**config.mk**
```make
export PLATFORM = sky130hd
export DESIGN_NAME = fetch_stage
export DESIGN_NICKNAME = d
export VERILOG_FILES = /design/src/rtl/fetch_stage.sv
export SDC_FILE = /design/constraint.sdc
export NUM_CORES = 1
export LEC_CHECK = 0
export CORE_ASPECT_RATIO = 0.5
export CORE_UTILIZATION = 23
export DETAILED_ROUTE_END_ITERATION = 10
export GPL_TIMING_DRIVEN = 1
export PLACE_DENSITY = 0.57
export SKIP_LAST_GASP = 1
export SLEW_MARGIN = 25
export SYNTH_ARGS = -nofsm -noshare
export SYNTH_HDL_FRONTEND = slang
export SYNTH_SLANG_ARGS = --single-unit
```
**constraint.sdc**
```tcl
create_clock -name clk -period 15.8 [get_ports clk]
set_clock_uncertainty 0.15 [all_clocks]
set_input_delay 2.37 -clock clk [delete_from_list [all_inputs] [get_ports clk]]
set_output_delay 2.37 -clock clk [all_outputs]
set_load 0.05 [all_outputs]
```
**src/rtl/fetch_stage.sv**
```systemverilog
// ---------------------------------------------------------------------------
// fetch_stage -- Y86-64 PIPE fetch stage
//
// Picks the fetch PC. The candidates are the predicted PC, the fall-through
// PC of a mispredicted jXX in M, and the return address of a ret in W. The
// 10 instruction bytes returned for that PC are split into icode/ifun,
// register IDs, valC and valP. The stage then predicts the next PC and loads
// the decode results into the D pipeline register.
//
// A small FETCH/STOPPED state machine stops fetching after a non-AOK
// instruction (halt, bad address, illegal instruction) enters D. Only a
// redirect from M or W can restart it, because that halt may have been
// fetched on a mispredicted path.
//
// Ports
//   clk, reset           clock; synchronous active-high reset
//   f_pc                 fetch PC driven to instruction memory (combinational)
//   valRead0..valRead9   instruction bytes at f_pc .. f_pc+9
//   imem_error           instruction memory address error for f_pc
//   F_stall              hold predicted PC
//   D_stall, D_bubble    hold D register / load a bubble into D
//   M_icode, M_Cnd,      mispredicted-branch redirect from M
//   M_valA
//   W_icode, W_valM      ret redirect from W
//   D_stat .. D_valP     D pipeline register contents
//   f_stopped            high while the stage is STOPPED
// ---------------------------------------------------------------------------
module fetch_stage #(
  parameter logic [63:0] RESET_PC = 64'd0
) (
  input  logic        clk,
  input  logic        reset,
  output logic [63:0] f_pc,
  input  logic [7:0]  valRead0,
  input  logic [7:0]  valRead1,
  input  logic [7:0]  valRead2,
  input  logic [7:0]  valRead3,
  input  logic [7:0]  valRead4,
  input  logic [7:0]  valRead5,
  input  logic [7:0]  valRead6,
  input  logic [7:0]  valRead7,
  input  logic [7:0]  valRead8,
  input  logic [7:0]  valRead9,
  input  logic        imem_error,
  input  logic        F_stall,
  input  logic        D_stall,
  input  logic        D_bubble,
  input  logic [3:0]  M_icode,
  input  logic        M_Cnd,
  input  logic [63:0] M_valA,
  input  logic [3:0]  W_icode,
  input  logic [63:0] W_valM,
  output logic [2:0]  D_stat,
  output logic [3:0]  D_icode,
  output logic [3:0]  D_ifun,
  output logic [3:0]  D_rA,
  output logic [3:0]  D_rB,
  output logic [63:0] D_valC,
  output logic [63:0] D_valP,
  output logic        f_stopped
);

  localparam logic [2:0] STAT_AOK = 3'd1;
  localparam logic [2:0] STAT_HLT = 3'd2;
  localparam logic [2:0] STAT_ADR = 3'd3;
  localparam logic [2:0] STAT_INS = 3'd4;

  localparam logic [3:0] I_HALT = 4'h0;
  localparam logic [3:0] I_NOP  = 4'h1;
  localparam logic [3:0] I_JXX  = 4'h7;
  localparam logic [3:0] I_CALL = 4'h8;
  localparam logic [3:0] I_RET  = 4'h9;
  localparam logic [3:0] R_NONE = 4'hF;

  typedef enum logic [0:0] {
    S_FETCH   = 1'b0,
    S_STOPPED = 1'b1
  } state_t;

  typedef struct packed {
    logic [2:0]  stat;
    logic [3:0]  icode;
    logic [3:0]  ifun;
    logic [3:0]  rA;
    logic [3:0]  rB;
    logic [63:0] valC;
    logic [63:0] valP;
  } d_reg_t;

  localparam d_reg_t BUBBLE = '{
    stat:  STAT_AOK,
    icode: I_NOP,
    ifun:  4'h0,
    rA:    R_NONE,
    rB:    R_NONE,
    valC:  64'd0,
    valP:  64'd0
  };

  state_t      state, state_next;
  logic [63:0] pred_pc;
  d_reg_t      d_reg;

  // Fetch-side signals
  logic        redirect_m, redirect_w, redirect;
  logic        fetching, load_d;
  d_reg_t      f_dec;
  logic        need_regids, need_valC, ifun_ok;
  logic [63:0] f_pred;

  // ---------------- PC select ----------------
  assign redirect_m = (M_icode == I_JXX) && !M_Cnd;
  assign redirect_w = (W_icode == I_RET);
  assign redirect   = redirect_m || redirect_w;

  always_comb begin
    if (redirect_m)      f_pc = M_valA;
    else if (redirect_w) f_pc = W_valM;
    else                 f_pc = pred_pc;
  end

  // A redirect restarts fetching even from STOPPED.
  assign fetching = (state == S_FETCH) || redirect;
  assign load_d   = fetching && !D_stall && !D_bubble;

  // ---------------- Decode of the fetched bytes ----------------
  always_comb begin
    // NOTE: every variable gets a default first so no path through this
    // block leaves one unassigned, which would infer a latch.
    f_dec = BUBBLE;

    f_dec.icode = imem_error ? I_NOP : valRead0[7:4];
    f_dec.ifun  = imem_error ? 4'h0  : valRead0[3:0];

    need_regids = f_dec.icode inside {4'h2, 4'h3, 4'h4, 4'h5, 4'h6, 4'hA, 4'hB};
    need_valC   = f_dec.icode inside {4'h3, 4'h4, 4'h5, 4'h7, 4'h8};

    f_dec.rA = need_regids ? valRead1[7:4] : R_NONE;
    f_dec.rB = need_regids ? valRead1[3:0] : R_NONE;

    // valC is little-endian and starts right after the register byte, if any.
    if (!need_valC)
      f_dec.valC = 64'd0;
    else if (need_regids)
      f_dec.valC = {valRead9, valRead8, valRead7, valRead6,
                    valRead5, valRead4, valRead3, valRead2};
    else
      f_dec.valC = {valRead8, valRead7, valRead6, valRead5,
                    valRead4, valRead3, valRead2, valRead1};

    f_dec.valP = f_pc + 64'd1 + {63'd0, need_regids} + (need_valC ? 64'd8 : 64'd0);

    // Only the OPq/cmovXX/jXX families use non-zero function codes.
    case (f_dec.icode)
      4'h2, 4'h7: ifun_ok = (f_dec.ifun <= 4'h6);
      4'h6:       ifun_ok = (f_dec.ifun <= 4'h3);
      default:    ifun_ok = (f_dec.ifun == 4'h0);
    endcase

    if (imem_error)                           f_dec.stat = STAT_ADR;
    else if (!(f_dec.icode <= 4'hB && ifun_ok)) f_dec.stat = STAT_INS;
    else if (f_dec.icode == I_HALT)           f_dec.stat = STAT_HLT;
    else                                      f_dec.stat = STAT_AOK;

    f_pred = (f_dec.icode == I_JXX || f_dec.icode == I_CALL) ? f_dec.valC : f_dec.valP;
  end

  // ---------------- Predicted PC register ----------------
  always_ff @(posedge clk) begin
    // NOTE: sequential state uses non-blocking assignments so every register
    // samples values from before the edge, regardless of statement order.
    if (reset)
      pred_pc <= RESET_PC;
    else if (!F_stall && fetching)
      pred_pc <= f_pred;
  end

  // ---------------- D pipeline register ----------------
  always_ff @(posedge clk) begin
    if (reset)
      d_reg <= BUBBLE;
    else if (D_stall)
      d_reg <= d_reg;
    else if (D_bubble || !fetching)
      d_reg <= BUBBLE;
    else
      d_reg <= f_dec;
  end

  assign D_stat  = d_reg.stat;
  assign D_icode = d_reg.icode;
  assign D_ifun  = d_reg.ifun;
  assign D_rA    = d_reg.rA;
  assign D_rB    = d_reg.rB;
  assign D_valC  = d_reg.valC;
  assign D_valP  = d_reg.valP;

  // ---------------- FSM: state register ----------------
  always_ff @(posedge clk) begin
    if (reset) state <= S_FETCH;
    else       state <= state_next;
  end

  // ---------------- FSM: next state ----------------
  always_comb begin
    state_next = state;
    unique case (state)
      S_FETCH:
        if (load_d && f_dec.stat != STAT_AOK) state_next = S_STOPPED;
      S_STOPPED:
        // A redirected fetch resumes unless it too loads a non-AOK instruction.
        if (redirect)
          state_next = (load_d && f_dec.stat != STAT_AOK) ? S_STOPPED : S_FETCH;
    endcase
  end

  // ---------------- FSM: outputs ----------------
  always_comb begin
    f_stopped = (state == S_STOPPED);
  end

endmodule

```
Word-level counts from Yosys, hierarchy flattened
Index checks and enable logic that the tools add are counted.
{ "totals": {"output_inout_bits": 212, "ramBits": 0, "regBits": 212, "input_bits": 223, "elab_cells": 66, "latchBits": 0, "memories": 0, "rom_bits": 0} }
{ "op_classes": {"bitwise_logic": 1, "n_addsub": 3, "eq_ne": 12, "n_reduce_logical": 20, "mul": 0, "muxes": 18, "n_shift": 0, "div_mod_pow": 0, "n_lt_le_gt_ge": 3} }
{ "ops": {"columns": ["op", "count"], "rows": [
  ["64-bit two-way mux", 5],
  ["147-bit two-way mux", 1],
  ["64-bit by 1-bit adder with 64-bit output", 1],
  ["64-bit by 1-bit adder with 64-bit output (second input constant)", 1],
  ["64-bit by 4-bit adder with 64-bit output", 1],
  ["4-bit by 3-bit equality test with 1-bit output (second input constant)", 5],
  ["4-bit two-way mux", 5],
  ["4-bit equality test (second input constant)", 4],
  ["4-bit by 2-bit equality test with 1-bit output (second input constant)", 2],
  ["4-bit zero test", 2],
  ["7-bit nonzero test", 1],
  ["1-bit logical AND", 6],
  ["3-bit two-way mux", 2],
  ["1-bit zero test", 5],
  ["5-bit nonzero test", 1],
  ["4-bit by 2-bit <= comparator with 1-bit output (second input constant)", 1],
  ["4-bit by 3-bit <= comparator with 1-bit output (second input constant)", 1],
  ["4-bit <= comparator (second input constant)", 1],
  ["1-bit logical OR", 4],
  ["1-bit one-hot mux with 2 select lines", 2],
  ["3-bit by 1-bit != test with 1-bit output (second input constant)", 1],
  ["1-bit two-way mux", 2],
  ["2-bit two-way mux", 1],
  ["2-bit OR reduction", 1],
  ["1-bit inverter", 1]
]} }

Depth between registers and ports, before layout
Gate-level depths: netlist of run 1.
{ "logic_depth": {"word_depth": 12, "depth_mapped": 24, "depth_no_buf": 17} }

Worst setup path before layout of run 1
OpenSTA, ideal clock, no wires.
{ "synth_path": {"kind": "input -> register", "startpoint": "in W_icode[1]", "endpoint": "reg pred_pc[54]", "arrival_time_ps": 7790, "path_slack_ps": 7732, "setup_time_ps": 128, "cell_stages": 24, "t_required_ps": 15522, "path_buffers": 8, "cell_sequence": "and4bb_4 -> buf_6 -> buf_6 -> buf_2 -> buf_2 -> buf_2 -> buf_1 -> mux2i_1 -> o21ai_0 -> inv_1 -> ha_1 -> inv_1 -> ha_1 -> and3_1 -> a31oi_1 -> o31ai_2 -> or4b_1 -> buf_2 -> or2_1 -> buf_6 -> nor4_4 -> xor2_1 -> a222oi_1 -> nor2_1"} }
{ "synth_between": {"elab_chain_cells": 7, "word_cells_on_any_way": 10, "cone_classes": "add/sub: 3; eq/ne: 1; mux: 3; reduce/logical: 3"} }
{ "synth_lines": {"columns": ["element", "line", "source"], "rows": [
  ["start: declaration", "51", "input logic [3:0] W_icode,"],
  ["4-bit equality test", "113", "assign redirect_w = (W_icode == I_RET);"],
  ["64-bit two-way mux", "118", "else if (redirect_w) f_pc = W_valM;"],
  ["64-bit two-way mux", "117", "if (redirect_m) f_pc = M_valA;"],
  ["named net f_pc[0]", "33", "output logic [63:0] f_pc,"],
  ["64-bit by 1-bit adder with 64-bit output (2 in series)", "151", "f_dec.valP = f_pc + 64'd1 + {63'd0, need_regids} + (need_valC ? 64'd8 : 64'd0);"],
  ["64-bit by 4-bit adder with 64-bit output", "151", null],
  ["64-bit two-way mux", "165", "f_pred = (f_dec.icode == I_JXX || f_dec.icode == I_CALL) ? f_dec.valC : f_dec.valP;"],
  ["end signal: assignment", "175", "pred_pc <= f_pred;"],
  ["end: declaration", "101", "logic [63:0] pred_pc;"]
]} }
The timed path passes the listed nets, and every way through them passes these cells.
A chain may end at the register's enable or synchronous reset.

Worst setup path in the final report of run 1
{ "layout_path": {"startpoint": "in M_Cnd", "endpoint": "out f_pc[14]"} }
{ "layout_between": {"elab_chain_cells": 3} }
{ "layout_lines": {"columns": ["element", "line", "source"], "rows": [
  ["start: declaration", "49", "input logic M_Cnd,"],
  ["1-bit zero test", "112", "assign redirect_m = (M_icode == I_JXX) && !M_Cnd;"],
  ["1-bit logical AND", "112", null],
  ["64-bit two-way mux", "117", null],
  ["end: declaration", "33", null]
]} }
Every way passes these cells.

==> run metrics, run 1 <==
outcome=complete, no violations; vias in the first global route=12700; kind of critical path=primary input to primary output; critical path fanouts, max=63; fin crit period=between 8 and 9 ns; number of flops mapped to enable cells by yosys=0; syn_nets=1837; YS warnings=0; Slew @ Worst Pin=1.07 ns; post-synthesis sequential area ratio=36.0%; Avg Cell Area, Syn=7.32 um^2; Fillers=5322; routed vias=about 14000; largest cells by area after synthesis=dfxtp_1 (36%), nand2_1 (11%), a22oi_1 (6.1%); Final Max Slew Viols=0; final std cells w/o fill=2672; Avg Vias per Cell=5.20; Setup-failing EPs final=0; Final ANT Viol Nets=0; Hold Vio Cnt, Final=0; postcts setup bufs=0; synthesis-to-layout area growth=47.9%; first-pass GRT wire length=roughly 90000 um; Yosys reg bits=roughly 210; CP startpoint kind=primary input; pre-CTS setup slack=7.13 ns; post-CTS sizing=0; setup TNS=0 ns; commonest non-fill, non-tap cell in the layout=clkdlybuf4s50_1; Core Area=50400 um^2; die height=162 um; met1 Use GR=32.3%; Synth top area share=a little over a third; final routed DRC violation total=0; maxcap violations=0; Synth Instances=1611; final core utilization=34.6%; worst-case vdd ir drop=69.6 uV; Tcrit/Tclk final=55.2%; slowest stage delay, CP=0.73 ns; I/O pin total=435; CP Capture Type=primary output; clock latency on the worst-skew pair=0.56 ns; gr ovfl total=0; CTS Root Cell=clkbuf_16; highest-delay cell along the critical path=clkdlybuf4s50_1; Worst Hold Class=register to register; initial antenna violation count=6; CTS tree=yes; Initial Utilization=23.4%; clk buf depth=3; Total GRT Usage=23.7%; met3 Use GR=3.55%; pwr dens=around 84 nW/um^2; Num CTS Buffers=24; Netlist cell types=69; total routed wirelength=approximately 65000 um; cell area after synthesis=11800 um^2; total leakage power=6.08 nW; H-Tree Depth=1; post-DP HPWL=50000 um; arrival time of the worst setup path=between 6 and 7 ns; first drt pass iteration count=6; Reg area=between 4000 and 5000 um^2; WP data required=about 13 ns; worst path cell trace=clkdlybuf4s50_1 -> buf_4 -> inv_1 -> nand2_4 -> buf_4 -> mux2i_1 -> inv_1 -> clkdlybuf4s50_1; placed insts=2621; Peak Freq=115 MHz; layout cell share with drive strength beyond 1=5.62%; RSZ-0062 raised after global routing=false; post-synthesis async set-or-reset flop share=0%; fin worst setup slack=between 7 and 8 ns; DP Area=16600 um^2; Die X=approximately 320 um; grt peak-use layer=met2; IO Port Bufs=434; Slew headroom=28.7%; GP Congestion=0.934; most frequent cells in the layout=clkdlybuf4s50_1 (432), nand2_1 (353), dfxtp_1 (212), nor2_1 (179), a21oi_1 (113); met2 GRT Util=roughly 40%; # hold bufs at CTS=0; footprint of the multi-input gates=6960 um^2; Initial DRC Count=1770; clock sinks=212; row cnt=58; Design Area, Final=17500 um^2; Synth area leader=dfxtp_1; largest net degree at the start of global routing=77; WL/cell=around 24 um; Main synth FF type=dfxtp_1; nets=2183; Worst-path clk slew=~0.05 ns; Die ar.=52300 um^2
-- state kept, by name (all words and copies together) (netlist names) --
signal / flops
D_valC: 64
D_stat: 3
D_rB: 4
D_valP: 64
D_ifun: 4
f_stopped: 1
pred_pc: 64
D_icode: 4
D_rA: 4
-- critical path, delay by kind of cell --
| family | cells | cell delay, ns |
|---|---|---|
| muxes | 1 | 0.62 |
| and+or+nand+nor | 1 | 0.49 |
| buffers and inverters | 6 | 2.65 |
-- power breakdown --
part | internal, mW | leakage [nW] | total (mW) | switching, mW
sequential | 0.547 | 1.71 | 0.557 | 0.0101
combinational | 0.116 | 3.98 | 0.325 | 0.209
clock | 0.322 | 0.389 | 0.576 | 0.254
total | 0.986 | 6.08 | 1.46 | 0.473
-- per-stage QoR --
step / hold WS, ns / power (mW)
final: 0.301 / 1.46
after global routing: 0.332 / 1.50
after CTS: 0.304 / 1.46
after detailed placement: 0.294 / 0.888
after global placement: 0.285 / 0.888
after floorplan: 0.279 / 0.731
-- synth_stat cells (28+ instances only) --
| cell type | instances |
|---|---|
| nor2_1 | 183 |
| a31oi_1 | 46 |
| mux2i_1 | 28 |
| nor3_1 | 32 |
| a22oi_1 | 96 |
| clkbuf_1 | 93 |
| o21ai_0 | 72 |
| xnor2_1 | 36 |
| a21oi_1 | 114 |
| dfxtp_1 | 212 |
| nand3_1 | 44 |
| nand2_1 | 354 |
-- logic make-up after synthesis --
logic type	count (synthesis)	share of synthesized area [%]
AOI/OAI and AO/OA	446	24.7
xor gates and xnor gates	58	4.30
adders and majority gates	3	0.318
buffers and inverters	157	5.66
DFF	212	36.0
muxes	33	2.85
and+or+nand+nor	702	26.2
-- per-layer routing --
metal / vias up / routed length, um
met5: - / 0
met4: 0 / 1800
met3: 84 / 4550
met2: 553 / 30900
met1: 6864 / 27900
li1: 6401 / -
-- worst paths after layout --
kind | start | endpoint | slack, ns | cells past startpoint
setup reg to reg | pred_pc[0]$_SDFFE_PP0P_ | pred_pc[38]$_SDFFE_PP0P_ | 11.70 | 13
hold reg to reg | D_valP[31]$_SDFFE_PP0N_ | D_valP[31]$_SDFFE_PP0N_ | 0.30 | 2
hold / removal | D_valP[31]$_SDFFE_PP0N_ | D_valP[31]$_SDFFE_PP0N_ | 0.30 | 2
setup / recovery | M_Cnd | f_pc[14] | 7.07 | 8
-- area by class of cell --
| class | count | share of cell area (%) |
|---|---|---|
| Clock buffer | 30 | 3.63 |
| Sequential cell | 212 | 24.3 |
| Multi-Input combinational cell | 1242 | 39.9 |
| Inverter | 23 | 0.495 |
| Timing Repair Buffer | 454 | 25.7 |
| Antenna cell | 7 | 0.100 |
| Clock inverter | 14 | 0.910 |
| Tap cell | 690 | 4.95 |
No activity file was read; power rests on OpenSTA's default activity.
==> inputs of run 2 (changes only) <==
==> constraint.sdc (replaced) <==
create_clock -name clk -period 8.9 [get_ports clk]
set_clock_uncertainty 0.15 [all_clocks]
set_input_delay 1.335 -clock clk [delete_from_list [all_inputs] [get_ports clk]]
set_output_delay 1.335 -clock clk [all_outputs]
set_load 0.05 [all_outputs]
==> run 2 against run 1 <==
Cell count up 0.11%. Sequential share of layout area down 0.10 points. Flip-flop and latch count unchanged. Sequential power up 78%.
==> run metrics, run 2 (same netlist as run 1, synthesis figures left out) <==
Reg2Reg Depth=15; Initial Utilization=23.4%; fin crit period=about 6.7 ns; worst-case hold slack=0.297 ns; Worst-path clk slew=0.06 ns; Hold Path End=D_valP[49]$_SDFFE_PP0N_; setup TNS=0 ns; hold depth=2; critical path fanouts, max=76; vias in the first global route=12700; nets=2184; pwr dens=152 nW/um^2; initial antenna violation count=10; maxcap violations=0; H-Tree Depth=1; total routed wirelength=65300 um; reg-to-reg setup timing slack=4.82 ns; worst-case vdd ir drop=between 100 and 150 uV; RSZ-0062 raised after global routing=false; most frequent cells in the layout=clkdlybuf4s50_1 (432), nand2_1 (352), dfxtp_1 (212), nor2_1 (179), a21oi_1 (113); die height=162 um; switching share of total power=a little under a third; postcts setup bufs=0; first drt pass iteration count=7; Die ar.=52300 um^2; I/O pin total=~440; commonest non-fill, non-tap cell in the layout=clkdlybuf4s50_1; clk buf depth=3; combinational share of power=21.7%; Slew headroom=28.3%; Flop pwr share=37.1%; CP Capture Type=primary output; Total GRT Usage=23.8%; CTS tree=yes; Crit Reg-Reg Endpoint=pred_pc[54]$_SDFFE_PP0P_; kind of critical path=primary input to primary output; pre-CTS setup slack=2.22 ns; Tcrit/Tclk final=between 70 and 80%; fin worst setup slack=2.21 ns; Final Max Slew Viols=0; origin of the critical flop-to-flop path=pred_pc[0]$_SDFFE_PP0P_; post-CTS sizing=0; post-DP HPWL=50100 um; Final ANT Viol Nets=0; clock group share of total power=41.1%; Hold Vio Cnt, Final=0; clock latency on the worst-skew pair=0.58 ns; CTS Root Cell=clkbuf_16; Slew @ Worst Pin=1.08 ns; WL/cell=24.4 um; Int Power=1.82 mW; NetSw=0.848 mW; CP startpoint kind=primary input; largest net degree at the start of global routing=84; routed vias=14000; Setup-failing EPs final=0; # hold bufs at CTS=0; Hold Crit Start=D_valP[49]$_SDFFE_PP0N_; Peak Freq=150 MHz; Core Area=50400 um^2; IO Port Bufs=434; outcome=complete, no violations; row cnt=58; WP data required=7.41 ns; Initial DRC Count=1806; Worst Hold Class=register to register; gr ovfl total=0; layout cell share with drive strength beyond 1=5.77%; Die X=322 um; GP Congestion=0.957; arrival time of the worst setup path=5.20 ns; synthesis-to-layout area growth=48.5%; Num CTS Buffers=24; first-pass GRT wire length=91500 um; total leakage power=6.12 nW; final routed DRC violation total=0; clock sinks=212; Avg Vias per Cell=5.23
## run 2: cell count changes in the layout (fill, tap and decap cells not counted), sizes merged
cell    change
bufinv      +1
diode       +2
buf         +1
clkinv      -4
clkbuf      +4
inv         -1
## run 2: worst max-delay path by stage
stage	startpoint	to	slack (ns)	cells after the start
after floorplan	W_icode[1]	pred_pc[54]$_SDFFE_PP0P_	1.87	24
after global placement	valRead0[6]	pred_pc[54]$_SDFFE_PP0P_	2.28	18
after detailed placement	M_Cnd	pred_pc[54]$_SDFFE_PP0P_	2.22	15
after CTS	M_Cnd	f_pc[48]	2.32	7
after global routing	M_Cnd	f_pc[44]	2.12	8
final	M_Cnd	f_pc[45]	2.21	8
## run 2: metrics by stage
step           power, mW  instance area (um^2)  instances  util (%)
3_3_place_gp        1.58                 16600       2622      33.0
4_1_cts             2.67                 17500       2666      34.7
3_5_place_dp        1.58                 16600       2622      33.0
6_report            2.67                 17500       2675      34.8
2_1_floorplan       1.30                 11800       1611         -
5_1_grt             2.74                 17500       2675      34.8
## run 2: layout make-up
type / count / area (um^2)
inverters: 23 / 86.3
flip-flops and latches: 212 / 4240
repair buffers: 455 / 4500
fillers: 5367 / 32900
well taps: 690 / 863
clock buffers: 34 / 698
diodes: 9 / 22.5
clock inverters: 10 / 156
multi-input cells: 1242 / 6960
## run 2: worst max-delay path: stages
cell and delay, ns:
clkdlybuf4s50_1 0.46, buf_4 0.35, inv_1 0.39, nand2_4 0.77, buf_4 0.44, nor2_1 0.08
a31oi_1 0.40, clkdlybuf4s50_1 0.92
## run 2: power by group through the flow
stage | Clock [mW] | Combinational (mW) | Sequential, mW
after CTS | 1.11 | 0.570 | 0.989
final | 1.10 | 0.579 | 0.990
after global routing | 1.15 | 0.602 | 0.991
after floorplan | 0 | 0.259 | 1.04
after global placement | 0 | 0.570 | 1.01
after detailed placement | 0 | 0.567 | 1.01
## run 2: per-layer routing
metal / vias up / GRT usage (%) / routed length, um
li1: 6390 / - / -
met1: 6818 / 32.3 / 27400
met2: 668 / 38.6 / 30700
met3: 106 / 3.12 / 4990
met4: 0 / 8.16 / 2170
met5: - / 0 / 0
